<file path="config.mk">
export PLATFORM = sky130hd
export DESIGN_NAME = clk_div_bank
export DESIGN_NICKNAME = d
export VERILOG_FILES = /design/src/rtl/clk_div_pkg.sv /design/src/rtl/clk_div_chan.sv /design/src/rtl/clk_div_bank.sv
export SDC_FILE = /design/constraint.sdc
export NUM_CORES = 1
export LEC_CHECK = 0
export CAP_MARGIN = 10
export CORE_MARGIN = 3
export CORE_UTILIZATION = 53
export CTS_CLUSTER_DIAMETER = 30
export DETAILED_ROUTE_END_ITERATION = 16
export PLACE_DENSITY = 0.8
export SETUP_SLACK_MARGIN = 0.5
export SYNTH_ARGS = -nofsm -noshare
export SYNTH_HDL_FRONTEND = slang
export SYNTH_SLANG_ARGS = --single-unit
</file>
<file path="constraint.sdc">
create_clock -name Clk_Ref -period 2.4 [get_ports Clk_Ref]
set_input_delay 0.36 -clock Clk_Ref [delete_from_list [all_inputs] [get_ports Clk_Ref]]
set_output_delay 0.36 -clock Clk_Ref [all_outputs]
set_load 0.02 [all_outputs]
</file>
<file path="src/rtl/clk_div_pkg.sv">
// Shared constants for the clock divider bank.
package clk_div_pkg;

  localparam int unsigned CH_DEF   = 4;
  localparam int unsigned W_DEF    = 8;
  localparam int unsigned SYNC_DEF = 2;

  localparam logic MODE_TOGGLE = 1'b0;
  localparam logic MODE_PULSE  = 1'b1;

endpackage

</file>
<file path="src/rtl/clk_div_chan.sv">
// One divider channel: synchroniser, edge detect, counter, pending factor and mode latch.
module clk_div_chan
  import clk_div_pkg::*;
#(
  parameter int unsigned W    = W_DEF,
  parameter int unsigned SYNC = SYNC_DEF
) (
  input  logic         Clk_Ref,
  input  logic         RST,
  input  logic         Clk_In,
  input  logic [W-1:0] Div_Fact,
  input  logic         Load,
  input  logic         Mode,
  input  logic         Enable,
  output logic         Clk_Out,
  output logic         Fact_Ack
);

  logic [SYNC-1:0] sync_q;
  logic            prev_q;
  logic            edge_q;
  logic [W-1:0]    cnt_q, cnt_d;
  logic [W-1:0]    fact_q, fact_d;
  logic [W-1:0]    pend_q, pend_d;
  logic            pend_vld_q, pend_vld_d;
  logic            mode_q, mode_d;
  logic            out_d;
  logic            ack_d;
  logic            halted_c;
  logic            term_c;

  // Synchroniser chain followed by a registered rising-edge detector
  always_ff @(posedge Clk_Ref or negedge RST) begin
    if (!RST) begin
      sync_q <= '0;
      prev_q <= 1'b0;
      edge_q <= 1'b0;
    end else begin
      sync_q <= {sync_q[SYNC-2:0], Clk_In};
      prev_q <= sync_q[SYNC-1];
      edge_q <= sync_q[SYNC-1] & ~prev_q;
    end
  end

  assign halted_c = (fact_q == '0);
  assign term_c   = edge_q & Enable & ~halted_c & (cnt_q == fact_q - W'(1));

  // Counter, pending-factor and output next-state logic
  always_comb begin
    cnt_d      = cnt_q;
    fact_d     = fact_q;
    pend_d     = pend_q;
    pend_vld_d = pend_vld_q;
    mode_d     = mode_q;
    out_d      = (mode_q == MODE_PULSE) ? 1'b0 : Clk_Out;
    ack_d      = 1'b0;
    if (halted_c) begin
      // A halted channel starts at once; the mode is latched at start so the
      // first terminal event already follows the requested mode.
      cnt_d = '0;
      out_d = 1'b0;
      if (Load) begin
        fact_d     = Div_Fact;
        mode_d     = Mode;
        ack_d      = 1'b1;
        pend_vld_d = 1'b0;
      end else if (pend_vld_q) begin
        fact_d     = pend_q;
        mode_d     = Mode;
        ack_d      = 1'b1;
        pend_vld_d = 1'b0;
      end
    end else begin
      if (Load) begin
        pend_d     = Div_Fact;
        pend_vld_d = 1'b1;
      end
      if (term_c) begin
        cnt_d  = '0;
        mode_d = Mode;
        if (Mode == MODE_TOGGLE) begin
          out_d = ~Clk_Out;
        end else begin
          // Entering pulse mode from toggle mode clears the output instead of pulsing.
          out_d = (mode_q == MODE_PULSE);
        end
        if (pend_vld_q) begin
          // The old pending value applies; a same-cycle Load stays pending.
          fact_d     = pend_q;
          ack_d      = 1'b1;
          pend_vld_d = Load;
          if (pend_q == '0) begin
            out_d = 1'b0;
          end
        end
      end else if (edge_q && Enable) begin
        cnt_d = cnt_q + W'(1);
      end
    end
  end

  // Channel state registers
  always_ff @(posedge Clk_Ref or negedge RST) begin
    if (!RST) begin
      cnt_q      <= '0;
      fact_q     <= '0;
      pend_q     <= '0;
      pend_vld_q <= 1'b0;
      mode_q     <= MODE_TOGGLE;
      Clk_Out    <= 1'b0;
      Fact_Ack   <= 1'b0;
    end else begin
      cnt_q      <= cnt_d;
      fact_q     <= fact_d;
      pend_q     <= pend_d;
      pend_vld_q <= pend_vld_d;
      mode_q     <= mode_d;
      Clk_Out    <= out_d;
      Fact_Ack   <= ack_d;
    end
  end

endmodule

</file>
<file path="src/rtl/clk_div_bank.sv">
// Bank of independent clock dividers clocked by a single reference clock.
module clk_div_bank
  import clk_div_pkg::*;
#(
  parameter int unsigned CH   = CH_DEF,
  parameter int unsigned W    = W_DEF,
  parameter int unsigned SYNC = SYNC_DEF
) (
  input  logic            Clk_Ref,
  input  logic            RST,
  input  logic [CH-1:0]   Clk_In,
  input  logic [CH*W-1:0] Div_Fact,
  input  logic [CH-1:0]   Load,
  input  logic [CH-1:0]   Mode,
  input  logic            Enable,
  output logic [CH-1:0]   Clk_Out,
  output logic [CH-1:0]   Fact_Ack
);

  // One divider channel per input clock
  for (genvar gi = 0; gi < CH; gi++) begin : g_chan
    clk_div_chan #(
      .W    (W),
      .SYNC (SYNC)
    ) u_chan (
      .Clk_Ref  (Clk_Ref),
      .RST      (RST),
      .Clk_In   (Clk_In[gi]),
      .Div_Fact (Div_Fact[gi*W +: W]),
      .Load     (Load[gi]),
      .Mode     (Mode[gi]),
      .Enable   (Enable),
      .Clk_Out  (Clk_Out[gi]),
      .Fact_Ack (Fact_Ack[gi])
    );
  end

endmodule

</file>
==> results_dict.tcl <==
set metrics [dict create \
    antenna_found_initial 0 \
    worst_slack_ns -0.2854 \
    synth_cell_type_count 72 \
    rows 41 \
    die_area_um2 14770 \
    nNetsFinal 934 \
    gp_congestion 0.8961 \
    timing.fmax_ghz 0.3724 \
    design_area_um2 10440 \
    wl_met2_mm 11.98 \
    status "finished with violations" \
    cts_tree "done" \
    synth_top_cell_by_area "dfrtp_1" \
    drv_slew 0 \
    n_antenna_cell 0 \
    grtUsageTotal_pct 29.28 \
    crit_path_start_kind "flop" \
    async_flop_share_pct 100.0 \
    skew_ns 0.01163 \
    clkTransAtPathRegs_ns 0.06 \
    synth.cell_area_um2 7073 \
    drt-total-wl_mm 23.75 \
    grt_pass1_vias 6716 \
    syn_nets 774 \
    dr.pass1.iters 8 \
    finalCritPeriodShare_pct 111.9 \
    setup_viol 36 \
    synth_warnings 0 \
    port_buffers 54 \
    clock-root-buffer "clkbuf_16" \
    hpwl_mm 11.84 \
    synthTopCellsByArea "dfrtp_1 (45%), mux2_2 (5.7%), nor2_1 (3.9%)" \
    crit_fanout 6 \
    grt_max_degree 54 \
    cp_data_arrival_time_ns 3.00 \
    antenna_left 0 \
    clk_latency_ns 0.44 \
    avgSynthCellArea_um2 9.892 \
    cts_htree_levels 4 \
    vias 6890 \
    numCtsBuffers 17 \
    initial_core_util_pct 55.15 \
    rsz0062_at_grt "yes" \
    wire_per_inst_um 22.47 \
    routed_via_density 6.518 \
    core_um2 12820 \
    grt_pass1_wl_mm 34.02 \
    hold_violations 0 \
    cts.sinks 128 \
    post_dp_cell_area_um2 8382 \
    slew_headroom_pct 39.74 \
    crit_path_end_kind "flop" \
    io_pins 55 \
    final_cell_mix "dfrtp_1 (121), buf_4 (80), clkdlybuf4s50_1 (53), nor2_1 (50), nand2_1 (45)" \
    ys.flop_type "dfrtp_1" \
    worst_pin_slew_ns 0.9040 \
    worst_ir_drop_vdd_mv 0.6803 \
    period_needed_ns 2.685 \
    p_leak_nw 4.406 \
    hp-class "input pin to flop" \
    drive_above_1_share_pct 39.21 \
    path_class "flop to flop" \
    clk_path_buf_depth 2 \
    drc 0 \
    wl_met1_mm 9.078 \
    top_signal_layer_used "met4" \
    required_ns 2.71 \
    synth_top_area_share_pct 45.29 \
    synth_enable_flop_cells 0 \
    die_h_um 121.5 \
    fillers 676 \
    maxCapViolCount 0 \
    grt_overflow 0 \
    met3WireLength_mm 1.621 \
    synthToLayoutAreaGrowth_pct 47.60 \
    violations "negative setup slack" \
    fp.dieW_um 121.5 \
    powerDensity_nw_per_um2 788.9 \
    timing.hold.ws_ns 0.3568 \
    first_iter_violations 955 \
    syn_inst 715 \
    ys_seq_elements 128 \
    layout_commonest_cell "dfrtp_1" \
    seq_area_frac_synth_pct 45.29 \
]
==> sequential cells by signal, summed over array words and instances, names as in the netlist <==
signal and flops:
g_chan.u_chan.pend_vld_q 4, g_chan.u_chan.cnt_q 32, g_chan.u_chan.Fact_Ack 4, g_chan.u_chan.pend_q 32, g_chan.u_chan.Clk_Out 4, g_chan.u_chan.prev_q 4, g_chan.u_chan.edge_q 4, g_chan.u_chan.mode_q 4
g_chan.u_chan.fact_q 32, g_chan.u_chan.sync_q 8
==> cell families (layout without fill, tap and decap cells) <==
family | after synthesis | after routing | share of synthesized area, %
compound gates | 145 | 145 | 14.81
flops | 128 | 128 | 45.29
buf+inv | 59 | 228 | 3.715
mux | 49 | 49 | 7.571
xor+xnor | 54 | 54 | 6.687
simple gates | 268 | 269 | 19.81
fa+ha+maj | 12 | 12 | 2.123
==> cells in the mapped netlist (12+ instances only) <==
master    number
mux2_2        36
nor2_1        73
mux2i_1       13
nand2_1       56
xnor2_1       23
nand2b_1      16
nand4_1       13
nor3_1        15
inv_1         19
or3_1         12
dfrtp_1      128
xor2_1        31
a21oi_1       34
o21ai_0       18
nand3_1       22
clkbuf_1      24
ha_1          12
==> layout make-up <==
type                       instances  area, um^2  area share, %
tap                              172       215.2          2.061
inverter                          19       71.32         0.6831
multi-input combinational        529        4673          44.76
sequential                       128        3212          30.76
timing repair buffer             180        1757          16.83
clock buffer                      19       442.9          4.243
clock inverter                    10       68.82         0.6592
==> worst paths after layout <==
kind	from	slack, ns	cells after the start	end
max	g_chan[1].u_chan.fact_q[6]	-0.29	9	g_chan[1].u_chan.fact_q[2]
min	Clk_In[0]	0.36	1	g_chan[0].u_chan.sync_q[0]
max reg2reg	g_chan[1].u_chan.fact_q[6]	-0.29	9	g_chan[1].u_chan.fact_q[2]
min reg2reg	g_chan[1].u_chan.sync_q[0]	0.36	0	g_chan[1].u_chan.sync_q[1]
max in group asynchronous	RST	1.07	3	g_chan[1].u_chan.cnt_q[6]
min in group asynchronous	RST	0.53	2	g_chan[0].u_chan.fact_q[5]
==> stage by stage <==
| step | setup TNS, ns | instances | power, mW | util, % | setup slack [ns] |
|---|---|---|---|---|---|
| 6_report | -4.880 | 1057 | 8.236 | 81.40 | -0.2854 |
| 5_1_grt | -7.578 | 1057 | 8.577 | 81.40 | -0.2967 |
| 4_1_cts | -0.2978 | 1041 | 7.614 | 77.45 | -0.09638 |
| 3_5_place_dp | -0.3902 | 959 | 5.049 | 65.36 | -0.1221 |
| 3_3_place_gp | -0.06134 | 959 | 4.906 | 65.36 | -0.03108 |
| 2_1_floorplan | -0.07328 | 715 | 4.376 | - | -0.02730 |
==> worst max-delay path, cell delays in order, from the launching register on <==
cell and delay [ns]:
dfrtp_1 0.39, or4_4 0.62, nor4b_4 0.44, buf_4 0.19, a211oi_2 0.04, nand4_1 0.24
buf_6 0.18, nand2_8 0.08, buf_12 0.14, a22o_1 0.23
==> metal layers <==
layer / vias to the layer above / global-route usage [%]
met3: 117 / 7.040
met2: 426 / 49.36
li1: 2916 / -
met4: 0 / 13.17
met5: - / 0
met1: 3431 / 35.73
==> power breakdown <==
group	switching (mW)	total, mW	internal (mW)
sequential	0.598	3.13	2.53
clock	0.994	2.31	1.32
combinational	1.39	2.79	1.40
==> repair_timing <==
| action | in CTS | in global routing |
|---|---|---|
| setup buffers | 50 | 16 |
| pin swaps | 47 | 42 |
| hold endpoints to repair | 9 | 0 |
| hold buffers | 1 | 0 |
| gates cloned | 2 | 0 |
| setup endpoints to repair | 112 | 112 |
| gates resized for setup | 131 | 78 |
(Power assumes the default switching activity.)
